File: src/rtl/int_issue_queue_pkg.sv
// Shared definitions for the integer issue queue.
//
// Contents:
//   ISQ_DEPTH, ISQ_PREG_W, ISQ_DATA_W  default sizes for the queue and its payload
//   *_LSB / *_BIT                      field positions inside the dispatch payload
//   ROBID_W                            width of the ROB id field
package int_issue_queue_pkg;

  localparam int unsigned ISQ_DEPTH  = 8;
  localparam int unsigned ISQ_PREG_W = 6;
  localparam int unsigned ISQ_DATA_W = 248;

  // Dispatch payload layout
  localparam int unsigned PRS1_LSB        = 111;
  localparam int unsigned PRS2_LSB        = 105;
  localparam int unsigned SRC1_IS_REG_BIT = 104;
  localparam int unsigned SRC2_IS_REG_BIT = 103;
  localparam int unsigned ROBID_LSB       = 241;
  localparam int unsigned ROBID_W         = 7;

endpackage

File: src/rtl/isq_age_matrix.sv
// Age matrix for the integer issue queue.
//
// older_q[i][j] is set when entry j was allocated before entry i and is still live.
// An allocation sets the new entry's row to the set of live entries; a free clears
// the freed entry's column so it stops blocking anyone.
//
// Ports:
//   clock    in   clock
//   reset_n  in   synchronous active-low reset
//   flush    in   clear all age information
//   alloc    in   one-hot entry being allocated this cycle (or zero)
//   free     in   one-hot entry being released this cycle (or zero)
//   valid    in   currently occupied entries
//   req      in   candidate entries for selection
//   oldest   out  one-hot oldest candidate (zero when req is zero)
module isq_age_matrix
  import int_issue_queue_pkg::*;
#(
  parameter int unsigned DEPTH = ISQ_DEPTH
) (
  input  logic             clock,
  input  logic             reset_n,
  input  logic             flush,
  input  logic [DEPTH-1:0] alloc,
  input  logic [DEPTH-1:0] free,
  input  logic [DEPTH-1:0] valid,
  input  logic [DEPTH-1:0] req,
  output logic [DEPTH-1:0] oldest
);

  logic [DEPTH-1:0] older_q [DEPTH];

  always_ff @(posedge clock) begin
    if (!reset_n || flush) begin
      for (int i = 0; i < DEPTH; i++) begin
        older_q[i] <= '0;
      end
    end else begin
      for (int i = 0; i < DEPTH; i++) begin
        for (int j = 0; j < DEPTH; j++) begin
          if (alloc[i]) begin
            // An entry leaving this cycle must not be recorded as older.
            older_q[i][j] <= valid[j] & ~free[j];
          end else if (free[j]) begin
            older_q[i][j] <= 1'b0;
          end
        end
      end
    end
  end

  // A candidate wins when no other candidate is older than it.
  always_comb begin
    oldest = '0;
    for (int i = 0; i < DEPTH; i++) begin
      oldest[i] = req[i] & ~(|(older_q[i] & req));
    end
  end

endmodule

File: src/rtl/int_issue_queue.sv
// Integer issue queue between dispatch and the integer execute stage.
//
// Accepts one renamed instruction per cycle, parks it with per-source sleep bits
// until writeback wakeup clears them, and issues the oldest ready entry over a
// valid/ready handshake. A redirect flush empties the queue.
//
// Optional feature macro: ISQ_WAKEUP_BYPASS_EN
//   defined   - a source being written is also awake if its prs matches a
//               same-cycle valid wb0_prd/wb1_prd
//   undefined - sleep bits on write come only from disp2isq_src*_busy
//
// Ports:
//   clock, reset_n            clock and synchronous active-low reset
//   flush                     redirect; drops every entry and any same-cycle write/issue
//   disp2isq_wren/_wrdata     dispatch write request and payload
//   disp2isq_src1/2_busy      busy-table status of prs1/prs2
//   isq2disp_ready            queue has a free entry (from registered count)
//   wb0/1_valid, wb0/1_prd    writeback wakeup ports
//   isq2exu_valid/_data       oldest ready entry and its payload
//   exu2isq_ready             execute accepts the issue
//   isq_count                 occupied entries
module int_issue_queue
  import int_issue_queue_pkg::*;
#(
  parameter int unsigned DEPTH  = ISQ_DEPTH,
  parameter int unsigned DATA_W = ISQ_DATA_W,
  parameter int unsigned PREG_W = ISQ_PREG_W,
  localparam int unsigned CNT_W = $clog2(DEPTH) + 1
) (
  input  logic              clock,
  input  logic              reset_n,
  input  logic              flush,
  input  logic              disp2isq_wren,
  input  logic [DATA_W-1:0] disp2isq_wrdata,
  input  logic              disp2isq_src1_busy,
  input  logic              disp2isq_src2_busy,
  output logic              isq2disp_ready,
  input  logic              wb0_valid,
  input  logic [PREG_W-1:0] wb0_prd,
  input  logic              wb1_valid,
  input  logic [PREG_W-1:0] wb1_prd,
  output logic              isq2exu_valid,
  output logic [DATA_W-1:0] isq2exu_data,
  input  logic              exu2isq_ready,
  output logic [CNT_W-1:0]  isq_count
);

  logic [DEPTH-1:0]  valid_q, valid_d;
  logic [DEPTH-1:0]  sleep1_q, sleep1_d;
  logic [DEPTH-1:0]  sleep2_q, sleep2_d;
  logic [DATA_W-1:0] payload_q [DEPTH];
  logic [CNT_W-1:0]  count_q, count_d;

  logic [DEPTH-1:0]  ready_vec;
  logic [DEPTH-1:0]  sel_oh;
  logic [DEPTH-1:0]  free_slot_oh;
  logic [DEPTH-1:0]  alloc_oh;
  logic [DEPTH-1:0]  free_oh;
  logic [DEPTH-1:0]  wake1, wake2;
  logic              wr_fire, iss_fire;
  logic              new_sleep1, new_sleep2;
  logic              bypass1, bypass2;

  // ---------------------------------------------------------------------------
  // Handshakes
  // ---------------------------------------------------------------------------
  assign isq2disp_ready = (count_q < CNT_W'(DEPTH));
  assign isq_count      = count_q;

  assign ready_vec     = valid_q & ~sleep1_q & ~sleep2_q;
  assign isq2exu_valid = |ready_vec;

  // Flush discards any same-cycle write or issue.
  assign wr_fire  = disp2isq_wren && isq2disp_ready && !flush;
  assign iss_fire = isq2exu_valid && exu2isq_ready && !flush;

  // ---------------------------------------------------------------------------
  // Allocation: lowest-index free entry. An entry issuing this cycle still has
  // valid_q set, so its slot is only reused from the next cycle on.
  // ---------------------------------------------------------------------------
  always_comb begin
    logic found;
    free_slot_oh = '0;
    found        = 1'b0;
    for (int i = 0; i < DEPTH; i++) begin
      if (!valid_q[i] && !found) begin
        free_slot_oh[i] = 1'b1;
        found           = 1'b1;
      end
    end
  end

  assign alloc_oh = free_slot_oh & {DEPTH{wr_fire}};
  assign free_oh  = sel_oh & {DEPTH{iss_fire}};

  // ---------------------------------------------------------------------------
  // Initial sleep state of the entry being written
  // ---------------------------------------------------------------------------
`ifdef ISQ_WAKEUP_BYPASS_EN
  logic [PREG_W-1:0] wr_prs1, wr_prs2;

  assign wr_prs1 = disp2isq_wrdata[PRS1_LSB +: PREG_W];
  assign wr_prs2 = disp2isq_wrdata[PRS2_LSB +: PREG_W];

  // Covers a busy-table read that has not yet seen this cycle's writeback.
  assign bypass1 = (wb0_valid && (wr_prs1 == wb0_prd)) || (wb1_valid && (wr_prs1 == wb1_prd));
  assign bypass2 = (wb0_valid && (wr_prs2 == wb0_prd)) || (wb1_valid && (wr_prs2 == wb1_prd));
`else
  assign bypass1 = 1'b0;
  assign bypass2 = 1'b0;
`endif

  assign new_sleep1 = disp2isq_wrdata[SRC1_IS_REG_BIT] && disp2isq_src1_busy && !bypass1;
  assign new_sleep2 = disp2isq_wrdata[SRC2_IS_REG_BIT] && disp2isq_src2_busy && !bypass2;

  // ---------------------------------------------------------------------------
  // Wakeup: both writeback ports compared against every entry in parallel
  // ---------------------------------------------------------------------------
  always_comb begin
    wake1 = '0;
    wake2 = '0;
    for (int i = 0; i < DEPTH; i++) begin
      wake1[i] = (wb0_valid && (payload_q[i][PRS1_LSB +: PREG_W] == wb0_prd)) ||
                 (wb1_valid && (payload_q[i][PRS1_LSB +: PREG_W] == wb1_prd));
      wake2[i] = (wb0_valid && (payload_q[i][PRS2_LSB +: PREG_W] == wb0_prd)) ||
                 (wb1_valid && (payload_q[i][PRS2_LSB +: PREG_W] == wb1_prd));
    end
  end

  // ---------------------------------------------------------------------------
  // Next state
  // ---------------------------------------------------------------------------
  always_comb begin
    valid_d  = (valid_q & ~free_oh) | alloc_oh;
    sleep1_d = sleep1_q & ~wake1;
    sleep2_d = sleep2_q & ~wake2;
    for (int i = 0; i < DEPTH; i++) begin
      if (alloc_oh[i]) begin
        sleep1_d[i] = new_sleep1;
        sleep2_d[i] = new_sleep2;
      end
    end
    count_d = count_q + CNT_W'(wr_fire) - CNT_W'(iss_fire);
  end

  always_ff @(posedge clock) begin
    if (!reset_n) begin
      valid_q  <= '0;
      sleep1_q <= '0;
      sleep2_q <= '0;
      count_q  <= '0;
    end else if (flush) begin
      valid_q <= '0;
      count_q <= '0;
    end else begin
      valid_q  <= valid_d;
      sleep1_q <= sleep1_d;
      sleep2_q <= sleep2_d;
      count_q  <= count_d;
    end
  end

  // Payload needs no reset: it is only observed through a valid entry.
  always_ff @(posedge clock) begin
    for (int i = 0; i < DEPTH; i++) begin
      if (alloc_oh[i]) begin
        payload_q[i] <= disp2isq_wrdata;
      end
    end
  end

  // ---------------------------------------------------------------------------
  // Oldest-ready select
  // ---------------------------------------------------------------------------
  isq_age_matrix #(
    .DEPTH (DEPTH)
  ) u_age_matrix (
    .clock   (clock),
    .reset_n (reset_n),
    .flush   (flush),
    .alloc   (alloc_oh),
    .free    (free_oh),
    .valid   (valid_q),
    .req     (ready_vec),
    .oldest  (sel_oh)
  );

  // AND-OR mux; all zeros when nothing is ready.
  always_comb begin
    isq2exu_data = '0;
    for (int i = 0; i < DEPTH; i++) begin
      isq2exu_data = isq2exu_data | ({DATA_W{sel_oh[i]}} & payload_q[i]);
    end
  end

endmodule

File: config.mk
export PLATFORM = sky130hd
export DESIGN_NAME = int_issue_queue
export DESIGN_NICKNAME = d
export VERILOG_FILES = /design/src/rtl/int_issue_queue_pkg.sv /design/src/rtl/isq_age_matrix.sv /design/src/rtl/int_issue_queue.sv
export SDC_FILE = /design/constraint.sdc
export NUM_CORES = 2
export LEC_CHECK = 0
export ABC_AREA = 1
export BUFFER_PORTS_ARGS = -buffer_cell sky130_fd_sc_hd__buf_2
export CORE_AREA = 2 2 460 462
export CTS_CLUSTER_DIAMETER = 100
export CTS_CLUSTER_SIZE = 12
export DETAILED_ROUTE_END_ITERATION = 12
export DIE_AREA = 0 0 462 464
export PLACE_DENSITY = 0.56
export SYNTH_ARGS = -nofsm -noshare
export SYNTH_HDL_FRONTEND = slang
export SYNTH_SLANG_ARGS = --single-unit
File: constraint.sdc
create_clock -name clock -period 30.3 [get_ports clock]
set_input_delay 3.03 -clock clock [delete_from_list [all_inputs] [get_ports clock]]
set_output_delay 3.03 -clock clock [all_outputs]
set_load 0.005 [all_outputs]
Yosys cells after proc, flatten, opt, wreduce, memory -nomap -nowiden
Memories as Yosys holds them, arrays and structs flattened.
Index checks and enable logic that the tools add are counted.
{"block": "op_classes", "add_sub_neg": 2, "n_mul": 0, "div_mod_pow": 0, "order_cmp": 1, "n_eq_ne": 32, "shifts": 0, "muxes": 413, "bitwise": 197, "reduce_logical": 94}
{"op": "248-bit bitwise AND", "n": 8}
{"op": "248-bit 2-to-1 mux", "n": 7}
{"op": "248-bit OR", "n": 7}
{"op": "248-bit OR reduction", "n": 7}
{"op": "1-bit 2-to-1 mux", "n": 399}
{"op": "6-bit equality test", "n": 32}
{"op": "1-bit OR", "n": 128}
{"op": "8-bit bitwise AND", "n": 15}
{"op": "8-bit OR reduction", "n": 9}
{"op": "1-bit logical AND", "n": 45}
{"op": "8-bit inverter", "n": 5}
{"op": "3-bit 2-to-1 mux", "n": 7}
{"op": "1-bit logical OR", "n": 17}
{"op": "1-bit inverter", "n": 17}
{"op": "1-bit bitwise AND", "n": 16}
{"op": "1-bit zero test", "n": 15}
{"op": "8-bit OR", "n": 1}
{"op": "4-bit by 1-bit adder with 4-bit output", "n": 1}
{"op": "4-bit less-than comparator (second input constant)", "n": 1}
{"op": "4-bit by 1-bit subtractor with 4-bit output", "n": 1}
{"op": "2-bit OR reduction", "n": 1}
{"block": "word_totals", "regBits": 28, "latchBits": 0, "ram_bits": 2048, "romBits": 0, "inputBits": 269, "word_cells": 745, "n_memories": 2}
{"memory": "payload_q", "depth": 8, "width": 248, "rd": 8, "rd_ports_with_merged_regs": 0, "wr": 1, "line_no": "int_issue_queue.sv:51", "rtl": "logic [DATA_W-1:0] payload_q [DEPTH];"}
{"memory": "u_age_matrix.older_q", "depth": 8, "width": 8, "rd": 8, "rd_ports_with_merged_regs": 0, "wr": 8, "line_no": "isq_age_matrix.sv:31", "rtl": "logic [DEPTH-1:0] older_q [DEPTH];"}

Depth between registers and ports, before layout
{"block": "logic_depth", "depth_word": 32, "ltp_mapped": 14}

Modules after synthesis
Synthesis repeated with hierarchy kept, for this count alone.
{"block": "unflattened", "cells_unflattened": 5574, "hier_area_um2": 78686.7}
{"mod": "int_issue_queue", "instances": 1, "cells_each": 5171, "area_per_inst_um2": 75444.9, "seq_area_each_um2": 60137.7}
{"mod": "isq_age_matrix", "instances": 1, "cells_each": 403, "area_per_inst_um2": 3241.9, "seq_area_each_um2": 1921.8}

Least setup slack after synthesis
No wires, ideal clock.
{"block": "synth_path", "path_kind": "in2reg", "start": "in flush", "end": "reg sleep1_q[3]", "setup_time_ns": 0.060, "t_arrival_ns": 23.565, "required_time_ns": 30.240, "slack_ns": 6.675, "path_stages": 7, "path_buffers": 0, "path_cell_list": "inv_1 > nand3_1 > nor3_1 > nand2_1 > o21ai_0 > inv_1 > nand2_1"}
{"block": "synth_via", "elab_chain_len": 4}
{"item": "from (decl)", "line_no": "int_issue_queue.sv:32", "rtl": "input logic flush,"}
{"item": "1-bit zero test", "line_no": "int_issue_queue.sv:74", "rtl": "assign wr_fire = disp2isq_wren && isq2disp_ready && !flush;"}
{"item": "1-bit logical AND", "line_no": "int_issue_queue.sv:74"}
{"item": "8-bit bitwise AND", "line_no": "int_issue_queue.sv:93", "rtl": "assign alloc_oh = free_slot_oh & {DEPTH{wr_fire}};"}
{"item": "via alloc_oh[3]", "line_no": "int_issue_queue.sv:57", "rtl": "logic [DEPTH-1:0] alloc_oh;"}
{"item": "1-bit 2-to-1 mux", "line_no": "int_issue_queue.sv:138", "rtl": "if (alloc_oh[i]) begin"}
{"item": "to (signal assigned)", "line_no": "int_issue_queue.sv:157", "rtl": "sleep1_q <= sleep1_d;"}
{"item": "to (decl)", "line_no": "int_issue_queue.sv:49", "rtl": "logic [DEPTH-1:0] sleep1_q, sleep1_d;"}
The timed path passes the listed nets, and every way through them passes these cells.
A chain may end at the register's enable or synchronous reset.

Worst setup path after layout
{"block": "layout_path", "start": "reg sleep1_q[4]", "end": "out isq2exu_data[241]"}
{"block": "layout_via", "elab_chain_len": 15, "word_cells_on_any_way": 50, "classes_between": "42 x bitwise; 8 x reduce/logical"}
{"item": "8-bit inverter *", "line_no": "int_issue_queue.sv:70", "rtl": "assign ready_vec = valid_q & ~sleep1_q & ~sleep2_q;"}
{"item": "8-bit bitwise AND * (2 in a row)", "line_no": "int_issue_queue.sv:70"}
{"item": "8-bit bitwise AND", "line_no": "isq_age_matrix.sv:56", "rtl": "oldest[i] = req[i] & ~(|(older_q[i] & req));"}
{"item": "8-bit OR reduction", "line_no": "isq_age_matrix.sv:56"}
{"item": "1-bit inverter", "line_no": "isq_age_matrix.sv:56"}
{"item": "1-bit bitwise AND", "line_no": "isq_age_matrix.sv:56"}
{"item": "248-bit bitwise AND", "line_no": "int_issue_queue.sv:192", "rtl": "isq2exu_data = isq2exu_data | ({DATA_W{sel_oh[i]}} & payload_q[i]);"}
{"item": "248-bit OR (6 in a row)", "line_no": "int_issue_queue.sv:192"}
{"item": "248-bit OR *", "line_no": "int_issue_queue.sv:192"}
{"item": "to (decl)", "line_no": "int_issue_queue.sv:43", "rtl": "output logic [DATA_W-1:0] isq2exu_data,"}
Mark *: on every way between the ends. The rest lies on a longest branch, timed or not.

==> results.md <==
- Entering global routing, the biggest net connects 149 pins.
- At the pin with the least slew margin, the transition time is 1.382 ns.
- In the routed design, unresolved DRC markers number 0.
- The clock arrives with 0.03398 ns of skew.
- The final wirelength is 262.5 mm.
- Setup repair after global routing left no endpoint under its margin.
- The initial antenna violation count is 81.
- The signal arrival time at the worst endpoint is 5.03 ns.
- The final-layout fill cell count is 19080.
- The tool flagged a number of max-cap violations equal to 0.
- The initial utilization of the core area, before any placement, comes to 0.3994.
- The critical path capture point type is an output pin.
- The relative area change from synthesis to final layout is 12.67%.
- Measured against the total synthesized area, the mux share comes to 0.
- The most repeated cell in the gate-level netlist after synthesis is sky130_fd_sc_hd__nand2_1.
- The tree built by TritonCTS fans out to 2076 sinks.
- The core footprint is 209200 um2.
- The number of max-slew violations in the final report is 0.
- In the final layout, the share of cells above drive strength 1 is 0.1114.
- Along the worst path, the maximum fanout reaches 64.
- After synthesis the netlist holds a flip-flop and latch count of 2076.
- The area of the mapped netlist is 83540 um2.
- The final-report hold violation count is 0.
- Dividing total power by cell area gives a power density of 58.90 nW/um2.
- The top achievable clock speed is 124.1 MHz.
- Clock latency on the worst-skew pair, taken at its later pin, is 0.86 ns.
- In this run, CTS created clock tree buffers numbering 193.
- The synthesized instance count is 7177.
- The delay of the slowest critical-path stage is 0.95 ns.
- The CTS tree is yes.
- By area, the combinational part of the netlist is dominated by simple AND/OR/NAND/NOR gates.
- The sequential share of the synthesized area is 0.7429.
- In this run the static leakage power is 37.12 nW.
- In the final routed layout, each cell accounts on average for 25.04 um.
- The first detailed-routing pass ran for 8 iterations.
- On the critical path the largest part of the delay comes from buffers and inverters.
- CTS placed an instance of sky130_fd_sc_hd__clkbuf_16 at the clock tree root.
- The count of input and output buffers is 522.
- The critical path contains buffers and inverters numbering 6 combined.
- The overall die area is 214400 um2.
- The sequential cells in the finished layout cover a total of 62060 um2.
- The boundary pin count is 523.
- The site row count is 168.
- The congestion estimate from routability-driven global placement came to 0.9230.
- The via count is 56130.
- The final cycle utilization of the critical path is 0.2659.
- The most numerous cell on the critical path is sky130_fd_sc_hd__nand2_1.
- The count of endpoints failing setup in the final report is 0.
- Traced cell by cell, the critical path runs through inv_1 -> nand3_1 -> inv_2 -> nand2_1 -> nand2_1 -> nor2_4 -> buf_4 -> buf_4 -> buf_4 -> nand3_1 -> nand2_1 -> nor2_1 -> nand2_1 -> buf_2.
- The worst pin sits at a relative slew slack of 0.07848.
- The synthesized area per cell is 11.64 um2.
- After synthesis, the most frequently instantiated cells are 2553 x sky130_fd_sc_hd__nand2_1, 2048 x sky130_fd_sc_hd__edfxtp_1, 1097 x sky130_fd_sc_hd__nand3_1.
- The via density per instance is 5.354.
- Counting tap cells, the placed design contains a total of 10220 instances.
- The die width is 462 um.
- The class of the tightest hold or removal check is reg -> reg.
- The final HPWL from detailed placement is 140.3 mm.
- Of the post-synthesis cell area, the dominant cell type holds 0.7362.
- By startpoint and endpoint, the worst setup path is classified as reg -> out.
- Summing all multi-input logic gate instances after layout gives 19270 um2.
- The total overflow left after global routing is 0.
- The final period demand of the worst path is 8.057 ns.
- The overall fraction of global-route tracks in use is 0.2405.
- The data required time at the worst endpoint is 27.27 ns.
- The hold-fix buffer count after cts is 0.
- Post-CTS timing repair inserted 0 buffers for setup.
- The share of async-settable or async-resettable flops after synthesis is 0.
- The library cell with the largest summed area after synthesis is sky130_fd_sc_hd__edfxtp_1.
- Of the total synthesized cell area, the portion taken by AND, OR, NAND and NOR gates is 0.2130.
- The share of synthesized cell area in full adder, half adder and majority cells is 0.0008388.
- The xor/xnor share of the synthesized area is 0.003355.
- The final cell count without fillers is 10480.
- The detail route stage leaves a number of antenna-violating nets equal to 0.
- Synthesis instantiated 32 different standard cells from the library.
- The number of global-route vias before repair is 54480.
- The vertical die dimension is 464 um.
- The synthesized design contains 2048 enable-type register cells.
- Across the VDD grid, the largest voltage drop is 61.50 uV.
- The flow ran to the end, and the final reports show no timing, DRC or antenna violations.
- In the final timing run, aggregate negative setup slack is 0 ns.
- The startpoint type of the worst setup path is a register.
- The Yosys step of the flow raised 0 warnings.
- The clock transition at the registers of the reported paths is 0.07 ns.
- The first global-routing pass estimated 377.9 mm of wire.
- The clock passes through at most 3 buffers.
- In the post-synthesis netlist, the biggest area contributors are sky130_fd_sc_hd__edfxtp_1 74%, sky130_fd_sc_hd__nand2_1 11%, sky130_fd_sc_hd__nand3_1 6.6%.
- The final layout contains 7887 nets.
- The starting DRC count in detailed routing is 5628.
- On the critical path, the stage with the largest delay is an instance of sky130_fd_sc_hd__buf_4.
- The synthesized-area fraction occupied by ao, oa, aoi and oai cells is 0.01183.
- The number of gates given a new drive strength after cts is 0.
- The H-tree was split into 4 levels.
- The most used flip-flop cell after synthesis is sky130_fd_sc_hd__edfxtp_1.
path summary, 6_finish.rpt:
kind / start / end / slack, ns / depth (start not counted)
min reg2reg: sleep1_q[2]$_SDFFE_PN0N_ / sleep1_q[2]$_SDFFE_PN0N_ / 0.47 / 2
max reg2reg: isq_count[3]$_SDFF_PP0_ / payload_q[1][832]$_DFFE_PP_ / 25.82 / 7
min: sleep1_q[2]$_SDFFE_PN0N_ / sleep1_q[2]$_SDFFE_PN0N_ / 0.47 / 2
max: sleep1_q[4]$_SDFFE_PN0N_ / isq2exu_data[241] / 22.24 / 14
sequential cells by signal, indices dropped and copies added, names as in the netlist:
name / cells
payload_q: 1984
u_age_matrix.older_q: 64
sleep1_q: 8
sleep2_q: 8
valid_q: 8
isq_count: 4
placed cells by master, fill, tap and decap left out, types with 17 or more instances in the layout:
| master | count |
|---|---|
| sky130_fd_sc_hd__nand2_1 | 2553 |
| sky130_fd_sc_hd__buf_4 | 66 |
| sky130_fd_sc_hd__nand3_1 | 1097 |
| sky130_fd_sc_hd__inv_1 | 158 |
| sky130_fd_sc_hd__nor3_1 | 17 |
| sky130_fd_sc_hd__nor2_1 | 635 |
| sky130_fd_sc_hd__clkbuf_16 | 195 |
| sky130_fd_sc_hd__dfxtp_1 | 28 |
| sky130_fd_sc_hd__xor2_1 | 22 |
| sky130_fd_sc_hd__clkbuf_1 | 28 |
| sky130_fd_sc_hd__diode_2 | 21 |
| sky130_fd_sc_hd__o21ai_0 | 86 |
| sky130_fd_sc_hd__a21oi_1 | 28 |
| sky130_fd_sc_hd__o22ai_1 | 40 |
| sky130_fd_sc_hd__edfxtp_1 | 2048 |
| sky130_fd_sc_hd__buf_2 | 522 |
kinds of logic after synthesis:
group | after synthesis
compound gates | 175
xor+xnor | 32
fa+ha+maj | 5
buf+inv | 542
flops | 2076
other cells | 1
simple gates | 4346
report_power, final:
group / switching (mW) / leakage, nW / internal (mW) / total [mW]
clock network: 1.03 / 2.54 / 1.15 / 2.18
registers: 0.00784 / 18.8 / 3.18 / 3.19
logic: 0.133 / 15.7 / 0.0399 / 0.173
stage by stage:
| step | hold slack, ns | cell area [um2] | setup WS [ns] | util | total power [mW] |
|---|---|---|---|---|---|
| 2_1_floorplan | 0.4388 | 83560 | 6.675 | - | 3.325 |
| 3_3_place_gp | 0.4503 | 88870 | 23.14 | 0.4249 | 3.421 |
| 3_5_place_dp | 0.4604 | 88870 | 23.13 | 0.4249 | 3.425 |
| 4_1_cts | 0.4697 | 94070 | 22.17 | 0.4498 | 5.586 |
| 5_1_grt | 0.4881 | 94090 | 22.00 | 0.4499 | 5.696 |
| 6_report | 0.4699 | 94120 | 22.24 | 0.4500 | 5.544 |
worst min-delay path: stages, from the launching register on:
cell and delay, ns:
sky130_fd_sc_hd__dfxtp_1 0.31, sky130_fd_sc_hd__nand2_1 0.06, sky130_fd_sc_hd__a21oi_1 0.05
layer usage:
layer  vias up  global-route usage  wire (um)
met5         -                   0        464
met4        74             0.08432       8839
met3       554             0.06396      24170
met2      2415              0.3835     122800
met1     27600              0.3166     106200
li1      25490                   -          -
cell type report:
cell class,instances,share of cell area
flip-flops and latches,2076,0.6594
multi-input cells,4564,0.2048
clock buffers,224,0.05311
well taps,2805,0.03729
repair buffers,597,0.03494
inverters,181,0.007910
clock inverters,15,0.002061
diodes,21,0.0005583
Power figures use the tool's default switching activity.
